==> config.mk <==
export PLATFORM = sky130hd
export DESIGN_NAME = master_port
export DESIGN_NICKNAME = d
export VERILOG_FILES = /design/src/rtl/bus_pkg.sv /design/src/rtl/master_shift_unit.sv /design/src/rtl/master_port.sv
export SDC_FILE = /design/constraint.sdc
export NUM_CORES = 1
export LEC_CHECK = 0
export CAP_MARGIN = 20
export CORE_UTILIZATION = 50
export DETAILED_ROUTE_END_ITERATION = 6
export PLACE_DENSITY = 0.75
export SLEW_MARGIN = 10
export SYNTH_ARGS = -nofsm -noshare
export SYNTH_HDL_FRONTEND = slang
export SYNTH_HIERARCHICAL = 1
export SYNTH_SLANG_ARGS = --single-unit
==> constraint.sdc <==
create_clock -name clk -period 3.2 [get_ports clk]
set_clock_uncertainty 0.1 [all_clocks]
set_input_delay 0.64 -clock clk [delete_from_list [all_inputs] [get_ports clk]]
set_output_delay 0.64 -clock clk [all_outputs]
set_load 0.01 [all_outputs]
==> src/rtl/bus_pkg.sv <==
// Shared widths, FSM state encoding and constants for the serial bus master port.
// The read-timeout value is only used when MASTER_PORT_TIMEOUT_EN is defined.
package bus_pkg;

   localparam int unsigned BUS_ADDR_WIDTH = 12;
   localparam int unsigned BUS_DATA_WIDTH = 8;

   typedef enum logic [2:0] {
      IDLE    = 3'd0,
      REQ     = 3'd1,
      ADDR    = 3'd2,
      WAIT_RD = 3'd3,
      SPLIT   = 3'd4,
      REGRANT = 3'd5,
      RX      = 3'd6,
      DONE    = 3'd7
   } mp_state_e;

   localparam logic [BUS_DATA_WIDTH-1:0] TIMEOUT_RDATA = '1;

endpackage

==> src/rtl/master_shift_unit.sv <==
// Address/write-data serialiser and read-data deserialiser sharing one bit counter.
module master_shift_unit
   import bus_pkg::*;
#(
   parameter int unsigned ADDR_WIDTH = BUS_ADDR_WIDTH,
   parameter int unsigned DATA_WIDTH = BUS_DATA_WIDTH
) (
   input  logic                  clk,
   input  logic                  reset,
   input  logic                  load,
   input  logic                  mode,
   input  logic [ADDR_WIDTH-1:0] addr,
   input  logic [DATA_WIDTH-1:0] wdata,
   input  logic                  shift,
   input  logic                  rx_sample,
   input  logic                  rx_first,
   input  logic                  rx_bit,
   output logic                  tx_address,
   output logic                  tx_data,
   output logic                  tx_last,
   output logic                  rx_last,
   output logic [DATA_WIDTH-1:0] rx_word
);

   localparam int unsigned MAX_W = (ADDR_WIDTH > DATA_WIDTH) ? ADDR_WIDTH : DATA_WIDTH;
   localparam int unsigned CNT_W = $clog2(MAX_W + 1);

   logic [ADDR_WIDTH-1:0] addr_sr;
   logic [DATA_WIDTH-1:0] data_sr;
   logic [DATA_WIDTH-2:0] shadow;
   logic [CNT_W-1:0]      cnt;

   assign tx_address = addr_sr[0];
   assign tx_data    = data_sr[0];
   assign tx_last    = (cnt == CNT_W'(ADDR_WIDTH - 1));
   // Bit 0 arrives in WAIT_RD, so the first sample can never be the last one.
   assign rx_last    = rx_sample && !rx_first && (cnt == CNT_W'(DATA_WIDTH - 1));
   assign rx_word    = {rx_bit, shadow};

   always_ff @(posedge clk) begin
      if (reset) begin
         addr_sr <= '0;
         data_sr <= '0;
         shadow  <= '0;
         cnt     <= '0;
      end else if (load) begin
         addr_sr <= addr;
         data_sr <= mode ? wdata : '0;
         cnt     <= '0;
      end else if (shift) begin
         addr_sr <= addr_sr >> 1;
         data_sr <= data_sr >> 1;
         cnt     <= cnt + CNT_W'(1);
      end else if (rx_sample) begin
         shadow <= rx_word[DATA_WIDTH-1:1];
         cnt    <= rx_first ? CNT_W'(1) : cnt + CNT_W'(1);
      end
   end

endmodule

==> src/rtl/master_port.sv <==
// Bus-side initiator port: arbitrates, serialises address/write data, deserialises read data.
// Define MASTER_PORT_TIMEOUT_EN to add the read-wait timeout counter and the timeout output.
module master_port
   import bus_pkg::*;
#(
   parameter int unsigned ADDR_WIDTH = BUS_ADDR_WIDTH,
   parameter int unsigned DATA_WIDTH = BUS_DATA_WIDTH
`ifdef MASTER_PORT_TIMEOUT_EN
   ,
   parameter int unsigned TIMEOUT_CYCLES = 255
`endif
) (
   input  logic                  clk,
   input  logic                  reset,
   input  logic                  req,
   input  logic                  mode,
   input  logic [ADDR_WIDTH-1:0] addr_in,
   input  logic [DATA_WIDTH-1:0] wdata_in,
   output logic                  bus_req,
   input  logic                  bus_grant,
   input  logic                  slave_ready,
   input  logic                  slave_valid,
   input  logic                  split_en,
   input  logic                  rx_data,
   output logic                  master_valid,
   output logic                  master_ready,
   output logic                  read_en,
   output logic                  write_en,
   output logic                  tx_address,
   output logic                  tx_data,
   output logic [DATA_WIDTH-1:0] rdata,
   output logic                  done,
`ifdef MASTER_PORT_TIMEOUT_EN
   output logic                  timeout,
`endif
   output logic                  busy
);

   mp_state_e             state;
   logic                  mode_q;
   logic [ADDR_WIDTH-1:0] addr_q;
   logic [DATA_WIDTH-1:0] wdata_q;
   logic                  bus_req_q, valid_q, ready_q, read_en_q, write_en_q, done_q, busy_q;
   logic                  load, shift, rx_first, rx_sample, tx_last, rx_last;
   logic                  sh_address, sh_data;
   logic [DATA_WIDTH-1:0] rx_word;

   assign load      = (state == REQ) && bus_grant && slave_ready;
   assign shift     = (state == ADDR);
   assign rx_first  = (state == WAIT_RD) && slave_valid;
   assign rx_sample = rx_first || ((state == RX) && slave_valid);

   // Re-request is raised in the same cycle the slave signals it is ready after a split.
   assign bus_req      = bus_req_q || ((state == SPLIT) && slave_valid);
   assign master_valid = valid_q;
   assign master_ready = ready_q;
   assign read_en      = read_en_q;
   assign write_en     = write_en_q;
   assign tx_address   = valid_q && sh_address;
   assign tx_data      = valid_q && sh_data;
   assign done         = done_q;
   assign busy         = busy_q;

   master_shift_unit #(
      .ADDR_WIDTH (ADDR_WIDTH),
      .DATA_WIDTH (DATA_WIDTH)
   ) u_shift (
      .clk        (clk),
      .reset      (reset),
      .load       (load),
      .mode       (mode_q),
      .addr       (addr_q),
      .wdata      (wdata_q),
      .shift      (shift),
      .rx_sample  (rx_sample),
      .rx_first   (rx_first),
      .rx_bit     (rx_data),
      .tx_address (sh_address),
      .tx_data    (sh_data),
      .tx_last    (tx_last),
      .rx_last    (rx_last),
      .rx_word    (rx_word)
   );

`ifdef MASTER_PORT_TIMEOUT_EN
   localparam int unsigned TMO_W = $clog2(TIMEOUT_CYCLES + 1);

   logic [TMO_W-1:0] tmo_cnt;
   logic             waiting, enter_wait, expire, timeout_q;

   assign waiting    = (state == WAIT_RD) || (state == SPLIT) || (state == REGRANT);
   assign enter_wait = ((state == ADDR) && tx_last && !mode_q) ||
                       ((state == WAIT_RD) && !slave_valid && split_en) ||
                       ((state == SPLIT) && slave_valid) ||
                       ((state == REGRANT) && bus_grant);
   assign expire     = waiting && (tmo_cnt == TMO_W'(TIMEOUT_CYCLES - 1));
   assign timeout    = timeout_q;

   always_ff @(posedge clk) begin
      if (reset || enter_wait) begin
         tmo_cnt <= '0;
      end else if (waiting) begin
         tmo_cnt <= tmo_cnt + TMO_W'(1);
      end
   end
`endif

   always_ff @(posedge clk) begin
      if (reset) begin
         state      <= IDLE;
         mode_q     <= 1'b0;
         addr_q     <= '0;
         wdata_q    <= '0;
         bus_req_q  <= 1'b0;
         valid_q    <= 1'b0;
         ready_q    <= 1'b0;
         read_en_q  <= 1'b0;
         write_en_q <= 1'b0;
         done_q     <= 1'b0;
         busy_q     <= 1'b0;
         rdata      <= '0;
`ifdef MASTER_PORT_TIMEOUT_EN
         timeout_q  <= 1'b0;
`endif
      end else begin
         done_q <= 1'b0;
`ifdef MASTER_PORT_TIMEOUT_EN
         timeout_q <= 1'b0;
`endif
         case (state)
            IDLE: begin
               if (req) begin
                  mode_q    <= mode;
                  addr_q    <= addr_in;
                  wdata_q   <= wdata_in;
                  bus_req_q <= 1'b1;
                  busy_q    <= 1'b1;
                  state     <= REQ;
               end
            end
            REQ: begin
               if (bus_grant && slave_ready) begin
                  valid_q    <= 1'b1;
                  read_en_q  <= !mode_q;
                  write_en_q <= mode_q;
                  state      <= ADDR;
               end
            end
            ADDR: begin
               // The frame runs to completion regardless of bus_grant.
               if (tx_last) begin
                  valid_q    <= 1'b0;
                  read_en_q  <= 1'b0;
                  write_en_q <= 1'b0;
                  if (mode_q) begin
                     bus_req_q <= 1'b0;
                     done_q    <= 1'b1;
                     state     <= DONE;
                  end else begin
                     ready_q <= 1'b1;
                     state   <= WAIT_RD;
                  end
               end
            end
            WAIT_RD: begin
               if (slave_valid) begin
                  state <= RX;
               end else if (split_en) begin
                  bus_req_q <= 1'b0;
                  state     <= SPLIT;
               end
            end
            SPLIT: begin
               if (slave_valid) begin
                  bus_req_q <= 1'b1;
                  state     <= REGRANT;
               end
            end
            REGRANT: begin
               if (bus_grant) begin
                  state <= WAIT_RD;
               end
            end
            RX: begin
               if (rx_last) begin
                  rdata     <= rx_word;
                  bus_req_q <= 1'b0;
                  ready_q   <= 1'b0;
                  done_q    <= 1'b1;
                  state     <= DONE;
               end
            end
            DONE: begin
               busy_q <= 1'b0;
               state  <= IDLE;
            end
            default: state <= IDLE;
         endcase
`ifdef MASTER_PORT_TIMEOUT_EN
         if (expire) begin
            rdata     <= DATA_WIDTH'(TIMEOUT_RDATA);
            bus_req_q <= 1'b0;
            ready_q   <= 1'b0;
            done_q    <= 1'b1;
            timeout_q <= 1'b1;
            state     <= DONE;
         end
`endif
      end
   end

endmodule
Word level (Yosys, flattened, before mapping)
Cells that the tools add are included.
{ "word_totals": {"regBits": 70, "latchBits": 0, "ramBits": 0, "romBits": 0, "inputBits": 29, "out_inout_bits": 17, "word_cells": 110, "n_memories": 0} }
{ "op_classes": {"addsub": 1, "multipliers": 0, "div_mod_pow": 0, "order_cmp": 0, "eq_ne": 20, "n_shift": 0, "muxes": 41, "bitwise_logic": 2, "n_reduce_logical": 30} }
{ "op_table": {"columns": ["op", "n"], "rows": [
  ["3-bit 2-to-1 mux", 9],
  ["12-bit 2-to-1 mux", 2],
  ["8-bit 2-to-1 mux", 3],
  ["3-bit one-hot mux with 8 select lines", 1],
  ["1-bit 2-to-1 mux", 16],
  ["2-bit != test (second input constant)", 8],
  ["3-bit equality test (second input constant)", 4],
  ["4-bit 2-to-1 mux", 3],
  ["1-bit one-hot mux with 2 select lines", 6],
  ["1-bit logical AND", 10],
  ["2-bit nonzero test", 5],
  ["8-bit AND reduction", 1],
  ["7-bit AND reduction", 1],
  ["3-bit by 2-bit equality test with 1-bit output (second input constant)", 2],
  ["2-bit AND reduction", 3],
  ["3-bit AND reduction", 2],
  ["1-bit one-hot mux with 5 select lines", 1],
  ["5-bit nonzero test", 1],
  ["4-bit by 1-bit adder with 4-bit output (second input constant)", 1],
  ["4-bit by 3-bit equality test with 1-bit output (second input constant)", 1],
  ["4-bit equality test (second input constant)", 1],
  ["2-bit by 1-bit != test with 1-bit output (second input constant)", 2],
  ["4-bit AND reduction", 1],
  ["3-bit by 1-bit equality test with 1-bit output (second input constant)", 1],
  ["6 further kinds", 9]
]} }

Longest topological paths before layout
{ "logic_depth": {"word_depth": 7, "ltp_mapped": 10, "depth_no_buf": 9} }

By module
Netlist, hierarchy kept.
{ "modules_own_cells": {"columns": ["module", "n_inst", "cells_per_inst", "area_per_inst_um2", "seq_area_each_um2"], "rows": [
  ["master_port", 1, 204, 1676.6, 780.7],
  ["master_shift_unit", 1, 146, 1413.9, 620.6]
]} }

Worst setup path before layout
No wires, ideal clock.
{ "synth_path": {"kind": "register -> register", "startpoint": "reg state[1]", "endpoint": "reg bus_req_q", "setup_time_ns": 0.121, "t_arrival_ns": 2.223, "t_required_ns": 2.979, "slack_ns": 0.756, "stages_incl_launch_ff": 11, "n_path_buf": 2, "synth_period_minus_slack_ns": 2.444, "cell_sequence": "dfxtp_1 -> buf_6 -> buf_4 -> nand2_1 -> a21oi_1 -> nand2b_1 -> nor3_1 -> mux2_4 -> o2bb2ai_2 -> a211oi_2 -> mux2_4"} }
{ "synth_between": {"elab_chain_len": 7, "elab_cells_between_ends": 21} }
{ "synth_rtl": {"columns": ["element", "line", "source"], "rows": [
  ["from (decl)", "master_port.sv:39", "mp_state_e state;"],
  ["from (signal assigned)", "master_port.sv:110", "state <= IDLE;"],
  ["from (signal assigned)", "master_port.sv:138", "state <= REQ;"],
  ["from (signal assigned)", "master_port.sv:146", "state <= ADDR;"],
  ["3-bit by 2-bit equality test with 1-bit output / 3-bit equality test (equally long branches)", "master_port.sv:50, master_port.sv:51", null],
  ["1-bit logical AND, on equally long branches", "master_port.sv:50, master_port.sv:51", null],
  ["1-bit logical OR *", "master_port.sv:51", "assign rx_sample = rx_first || ((state == RX) && slave_valid);"],
  ["via rx_sample", "master_port.sv:44", "logic load, shift, rx_first, rx_sample, tx_last, rx_last;"],
  ["1-bit logical AND * (2 in series)", "master_shift_unit.sv:37", "assign rx_last = rx_sample && !rx_first && (cnt == CNT_W'(DATA_WIDTH - 1));"],
  ["via rx_last", "master_port.sv:44", null],
  ["2-bit != test (no line) *", null, null],
  ["8-bit AND reduction (no line) *", null, null],
  ["to (signal assigned)", "master_port.sv:114", "bus_req_q <= 1'b0;"],
  ["to (signal assigned)", "master_port.sv:136", "bus_req_q <= 1'b1;"],
  ["to (signal assigned)", "master_port.sv:156", "bus_req_q <= 1'b0;"],
  ["to (decl)", "master_port.sv:43", "logic bus_req_q, valid_q, ready_q, read_en_q, write_en_q, done_q, busy_q;"]
]} }
The timed path passes the listed nets; every way through them passes the cells marked *.
A chain may end at the register's enable or synchronous reset.

Worst setup path after layout
{ "layout_path": {"startpoint": "in slave_valid", "endpoint": "out bus_req"} }
{ "layout_between": {"elab_chain_len": 2} }
{ "layout_rtl": {"columns": ["element", "line", "source"], "rows": [
  ["from (decl)", "master_port.sv:22", "input logic slave_valid,"],
  ["1-bit logical AND", "master_port.sv:54", "assign bus_req = bus_req_q || ((state == SPLIT) && slave_valid);"],
  ["1-bit logical OR", "master_port.sv:54", null],
  ["to (decl)", "master_port.sv:19", "output logic bus_req,"]
]} }
No other way between the ends.

==> key figures <==
Route
  – Pre-Repair DR Iteration Count: 4
  – Number of vias in the routed layout: 2466
  – Vias per cell: around 5.2
  – Antenna Nets Post-Route: 0
  – WL/cell: 13.0 um
  – Drt first-iter violations: 89
  – Remaining routing DRC violations: 0
  – Total detailed-routing wirelength: 6100 um

Die
  – Count of boundary I/O pins: between 40 and 50
  – Die Area: 0.00650 mm^2
  – Die outline width: between 80 and 90 um
  – Die Y-Extent: just over 80 um
  – Initial standard-cell utilization of the core: 0.519
  – Row Count: 28
  – Std-Cell Core Area: around 0.0060 mm^2

Placed design
  – GP Congestion: 0.723
  – Post-placement cell count: between 400 and 500
  – Number of buffers added on ports: 45
  – Half-perimeter wire length after detailed placement: 3940 um
  – Worst setup slack after placement: between 0.3 and 0.4 ns
  – Area after detailed placement: about 0.0036 mm^2

Synthesis
  – Synth Flop Type: dfxtp_1
  – Portion of netlist area occupied by mux cells: 0.111
  – Leading cell types by total area after synthesis: dfxtp_1 45%, nand2_1 8.9%, mux2i_1 6.2%
  – Share of synthesized cell area in and, or, nand and nor gates: 0.220
  – Largest family of logic cells by synthesized area: simple AND/OR/NAND/NOR gates
  – Number of synthesized flops with an enable pin: 0
  – Post-synthesis sequential element count: 70
  – Synthesized net count: 380
  – Most area-hungry cell type in the Yosys netlist: dfxtp_1
  – Mean cell area of the mapped netlist: about 8.8 um^2
  – Share of the synthesized area in compound gates (AO/OA/AOI/OAI): 0.151
  – Post-Synth XOR/XNOR Area: 0.00567
  – Synthesis Warnings: 6
  – Sequential share of the synthesized area: 0.453
  – Proportion of register bits with asynchronous set or reset after synthesis: 0
  – Post-synthesis adder-cell area fraction: 0.00405
  – Yosys top cell area share: 0.453
  – Gate Count Post-Synth: between 300 and 400
  – Netlist cell types: 46
  – Synthesized cell area: 0.00309 mm^2

Power
  – Total power: 1.75 mW
  – Sequential group share of total power: 0.528
  – Cell internal power dissipation: 1.31 mW
  – Share of power burned in the clock network: 0.352
  – Switching share of power: 0.255
  – Largest voltage drop on the vdd net: ~300 uV
  – Static leakage: 1.33 nW
  – Comb pwr share: 0.119
  – Power per standard cell area: approximately 470 mW/mm^2
  – Net Switching: 447 uW

Clock network
  – Number of buffers inserted for hold repair after clock tree synthesis: 0
  – Depth of the CTS H-tree: 3
  – Setup bufs post-CTS: 0
  – Number of gates resized after CTS: 0
  – Register clock-pin slew on the reported worst setup and hold paths: 0.07 ns
  – Number of buffers created by CTS: 9
  – Buffer depth of the longest clock path: 2
  – CTS tree: done
  – Clk sinks: 70
  – Clock Tree Root: clkbuf_8
  – Clock latency of the later-clocked register in the worst-skew pair: 0.34 ns

Global route
  – Overall Global Routing Usage: 0.212
  – First-pass GRT wire length: 10600 um
  – Antenna violations before repair: 0
  – Pin count of the biggest net entering global routing: between 40 and 50
  – Number of global-route vias before repair: 2302
  – Remaining global-route overflow: 0

STA
  – Clock period minus worst slack: 2.83 ns
  – Final hold slack: ~0.36 ns
  – Final Cycle Share: 0.885
  – Setup Total Neg Slack: 0 ns
  – Highest Clock Rate: 353 MHz
  – Final Hold Viols: 0
  – Setup repair after global routing missed its margin: false
  – Worst path setup slack after routing: roughly 0.37 ns
  – Number of max-slew violations in the final report: 0
  – Worst slew margin relative to its limit: 0.408
  – Worst Tran Pin Value: 0.888 ns
  – Setup violators final: 0

Setup path
  – Crit-path most repeated cell: clkdlybuf4s50_1
  – Worst setup startpoint: slave_valid
  – Slowest stage delay, CP: roughly 0.57 ns
  – Capture point of the critical path: bus_req
  – Arrival time of the worst setup path: 2.09 ns
  – Kind of critical path: input port to primary output
  – Cells traversed along the worst timing path: clkdlybuf4s50_1 > inv_1 > o31ai_1 > clkdlybuf4s50_1
  – R2R cell count: 11
  – Cell with the largest stage delay on the worst path: clkdlybuf4s50_1
  – End of the worst register-to-register path: rdata[1]$_SDFFE_PP0P_
  – Crit path capture type: primary output
  – Setup slack, reg-to-reg: approximately 0.73 ns
  – Required time worst endpoint: 2.46 ns
  – Type of element launching the critical path: input port
  – RR Startpoint: state[2]$_SDFFE_PP0P_
  – Max Fanout on Critical Path: 5

Status
  – Run status: completed

Final layout
  – End-of-flow core utilization: 0.628
  – Final Net Count: 421
  – Antenna fix cells: 0
  – Most frequent standard cell in the layout excluding fill and tap cells: nand2_1
  – Most used cells in the layout excluding fill and tap cells: 73 x nand2_1, 70 x dfxtp_1, 44 x clkdlybuf4s50_1, 36 x a21oi_1, 31 x nor2_1
  – Final instance area: 0.00374 mm^2
  – Area delta synth->final: 21.0%
  – Count of non-filler cells in the finished layout: 471
  – Share of layout cells above drive strength 1: 0.126
  – Layout fillers: 552

Job
  – Max capacitance violation total: 0

Min path
  – Min-Delay Path Class: register to register
  – Hold_sp: wdata_q[6]$_SDFFE_PP0P_
## state kept, by name (all words and copies together) (netlist names), 3 cells and up
register and cells:
rdata 8, state 3, u_shift/shadow 7, u_shift/cnt 4
addr_q 12, u_shift/data_sr 8, wdata_q 8, u_shift/addr_sr 12
## Yosys cell counts, drive strengths merged, types with 7 or more instances
master  instances
a21oi          36
mux2i          19
nand2          74
buf            19
nor2           31
clkbuf          7
o21ai           7
dfxtp          70
a211oi         18
nor2b           7
mux2           13
## layout make-up
type	count	area (um^2)	area share
clock buffer	13	149	0.0398
multi-input combinational	248	1520	0.408
tap	75	93.8	0.0251
timing repair buffer	56	528	0.141
inverter	6	22.5	0.00602
clock inverter	3	20.0	0.00535
sequential	70	1400	0.375
## worst min path at each step
stage	cells after the start	endpoint	slack [ns]
6_report	2	wdata_q[6]$_SDFFE_PP0P_	0.36
5_1_grt	2	rdata[6]$_SDFFE_PP0P_	0.37
4_1_cts	2	wdata_q[4]$_SDFFE_PP0P_	0.36
3_5_place_dp	2	wdata_q[4]$_SDFFE_PP0P_	0.35
3_3_place_gp	2	rdata[1]$_SDFFE_PP0P_	0.34
2_1_floorplan	2	rdata[0]$_SDFFE_PP0P_	0.33
## worst max-delay path, delay by kind of cell
family / cells / cell delay, ns
buf+inv: 3 / 1.22
compound gates: 1 / 0.24
## routing by layer
| layer | up-vias | part of all wire | global-route usage |
|---|---|---|---|
| met4 | 0 | 0.015 | 0.0857 |
| met5 | - | 0 | 0 |
| li1 | 1273 | - | - |
| met2 | 73 | 0.45 | 0.341 |
| met1 | 1111 | 0.49 | 0.276 |
| met3 | 9 | 0.045 | 0.0409 |
## power groups by stage
stage | Clock (mW) | Combinational (mW) | Sequential (mW)
2_1_floorplan | 0 | 0.143 | 0.939
3_3_place_gp | 0 | 0.205 | 0.945
3_5_place_dp | 0 | 0.208 | 0.946
4_1_cts | 0.637 | 0.209 | 0.926
5_1_grt | 0.677 | 0.232 | 0.931
6_report | 0.618 | 0.209 | 0.926
## cells by family after synthesis
kind of cell,after synthesis
AO/OA/AOI/OAI,73
adder cells (fa/ha/maj),1
buffers and inverters,32
AND/OR/NAND/NOR,140
multiplexers,32
XOR/XNOR,2
flip-flops,70
Power figures use the tool's default switching activity.
==> patch (same flow settings) <==
`BUS_ADDR_WIDTH`: 12 -> 14.
--- a/src/rtl/bus_pkg.sv
+++ b/src/rtl/bus_pkg.sv
@@ -2,7 +2,7 @@
 // The read-timeout value is only used when MASTER_PORT_TIMEOUT_EN is defined.
 package bus_pkg;
 
-   localparam int unsigned BUS_ADDR_WIDTH = 12;
+   localparam int unsigned BUS_ADDR_WIDTH = 14;
    localparam int unsigned BUS_DATA_WIDTH = 8;
 
    typedef enum logic [2:0] {
Ports: changed (resized addr_in); port bits go from 46 to 48. The function was not compared with the original's and may differ.
==> patch against the unedited design <==
The run now ends with design-rule violations left. Core utilization decreased by 1.3 points. Final area increased by 5.5%. Wire length increased by 5.0%. Sequential power increased by 7.9%. Sequential cell count increased by 4. Global-route usage decreased by 1.9 points. Setup slack improved by 0.097 ns. Area after synthesis increased by 8.3%. Total power increased by 5.0%.
==> patch: results (changes against the unedited design) <==
post-synthesis compound-gate area fraction=14.3% (-0.78 points); DRT iter0 DRCs=79 (-11%); crit-path max cell delay=0.75 ns (+0.18 ns); post-synthesis sequential element count=74 (+5.7%); Routed WL=6.41 mm (+5.0%); number of fill cells=580 (+5.1%); run status=complete, but fails checks; multiplexer fraction of the synthesized cell area=11.0% (-0.14 points); final net count=443 (+5.2%); Crit path arrival time=2.00 ns (-0.09 ns); netlist area before placement=3350 um2 (+8.3%); detailed-routing iteration count for the pre-antenna-repair pass=7 (+3); post-detailed-route DRC marker count=5 (+5); Critical Path Slowest Stage Cell=sky130_fd_sc_hd__dfxtp_1; syn avg cell area=8.95 um2 (+1.3%); DR vias=2,602 (+5.5%); biggest registers after layout=addr_q: 14 flops, u_shift/addr_sr: 14 flops; largest net degree at the start of global routing=43 (-8.5%); cell-internal power=1.39 mW (+6.3%); I/O Buffers=47 (+4.4%); placement-stage worst setup slack=0.313 ns (-0.00360 ns); non-clock buffer total of the final layout=55 (-1.8%); vias in the first global route=2,434 (+5.7%); violations in the final reports=design-rule violations; number of combinational gates with multiple inputs=267 (+7.7%); routability congestion estimate=0.815 (+13%); parity-gate share of the synthesized area counting xor and xnor cells=0.785% (+0.22 points); standby leakage power=1.39 nW (+4.0%); count of distinct cell types in the synthesized netlist=48 (+4.3%); non-filler instance count after layout=489 (+3.8%)
patch: changes by cell type in the layout (fill, tap and decap cells not counted), sizes merged, moves of 3 or more:
| cell | unedited run | this run |
|---|---|---|
| a211oi | 18 | 15 |
| and2b | 0 | 5 |
| inv | 6 | 3 |
| nand2 | 74 | 80 |
| nor2b | 7 | 4 |
| dfxtp | 70 | 74 |
| buf | 12 | 9 |
| nor2 | 31 | 36 |
patch: worst paths after layout:
kind                            startpoint   endpoint  slack, ns  cells past startpoint
worst max-delay path              state[1]    bus_req       0.46                      3
worst min-delay path              rdata[0]   rdata[0]       0.35                      2
worst max register to register    state[2]  bus_req_q       0.68                      8
worst min register to register    rdata[0]   rdata[0]       0.35                      2
patch: routing by layer:
metal	global-route usage (%)	up-vias	part of all wire [%]
met5	0	-	0
met2	31.7	37	48
met1	23.7	1221	48
met3	4.75	2	3.8
met4	8.93	0	0.56
li1	-	1342	-
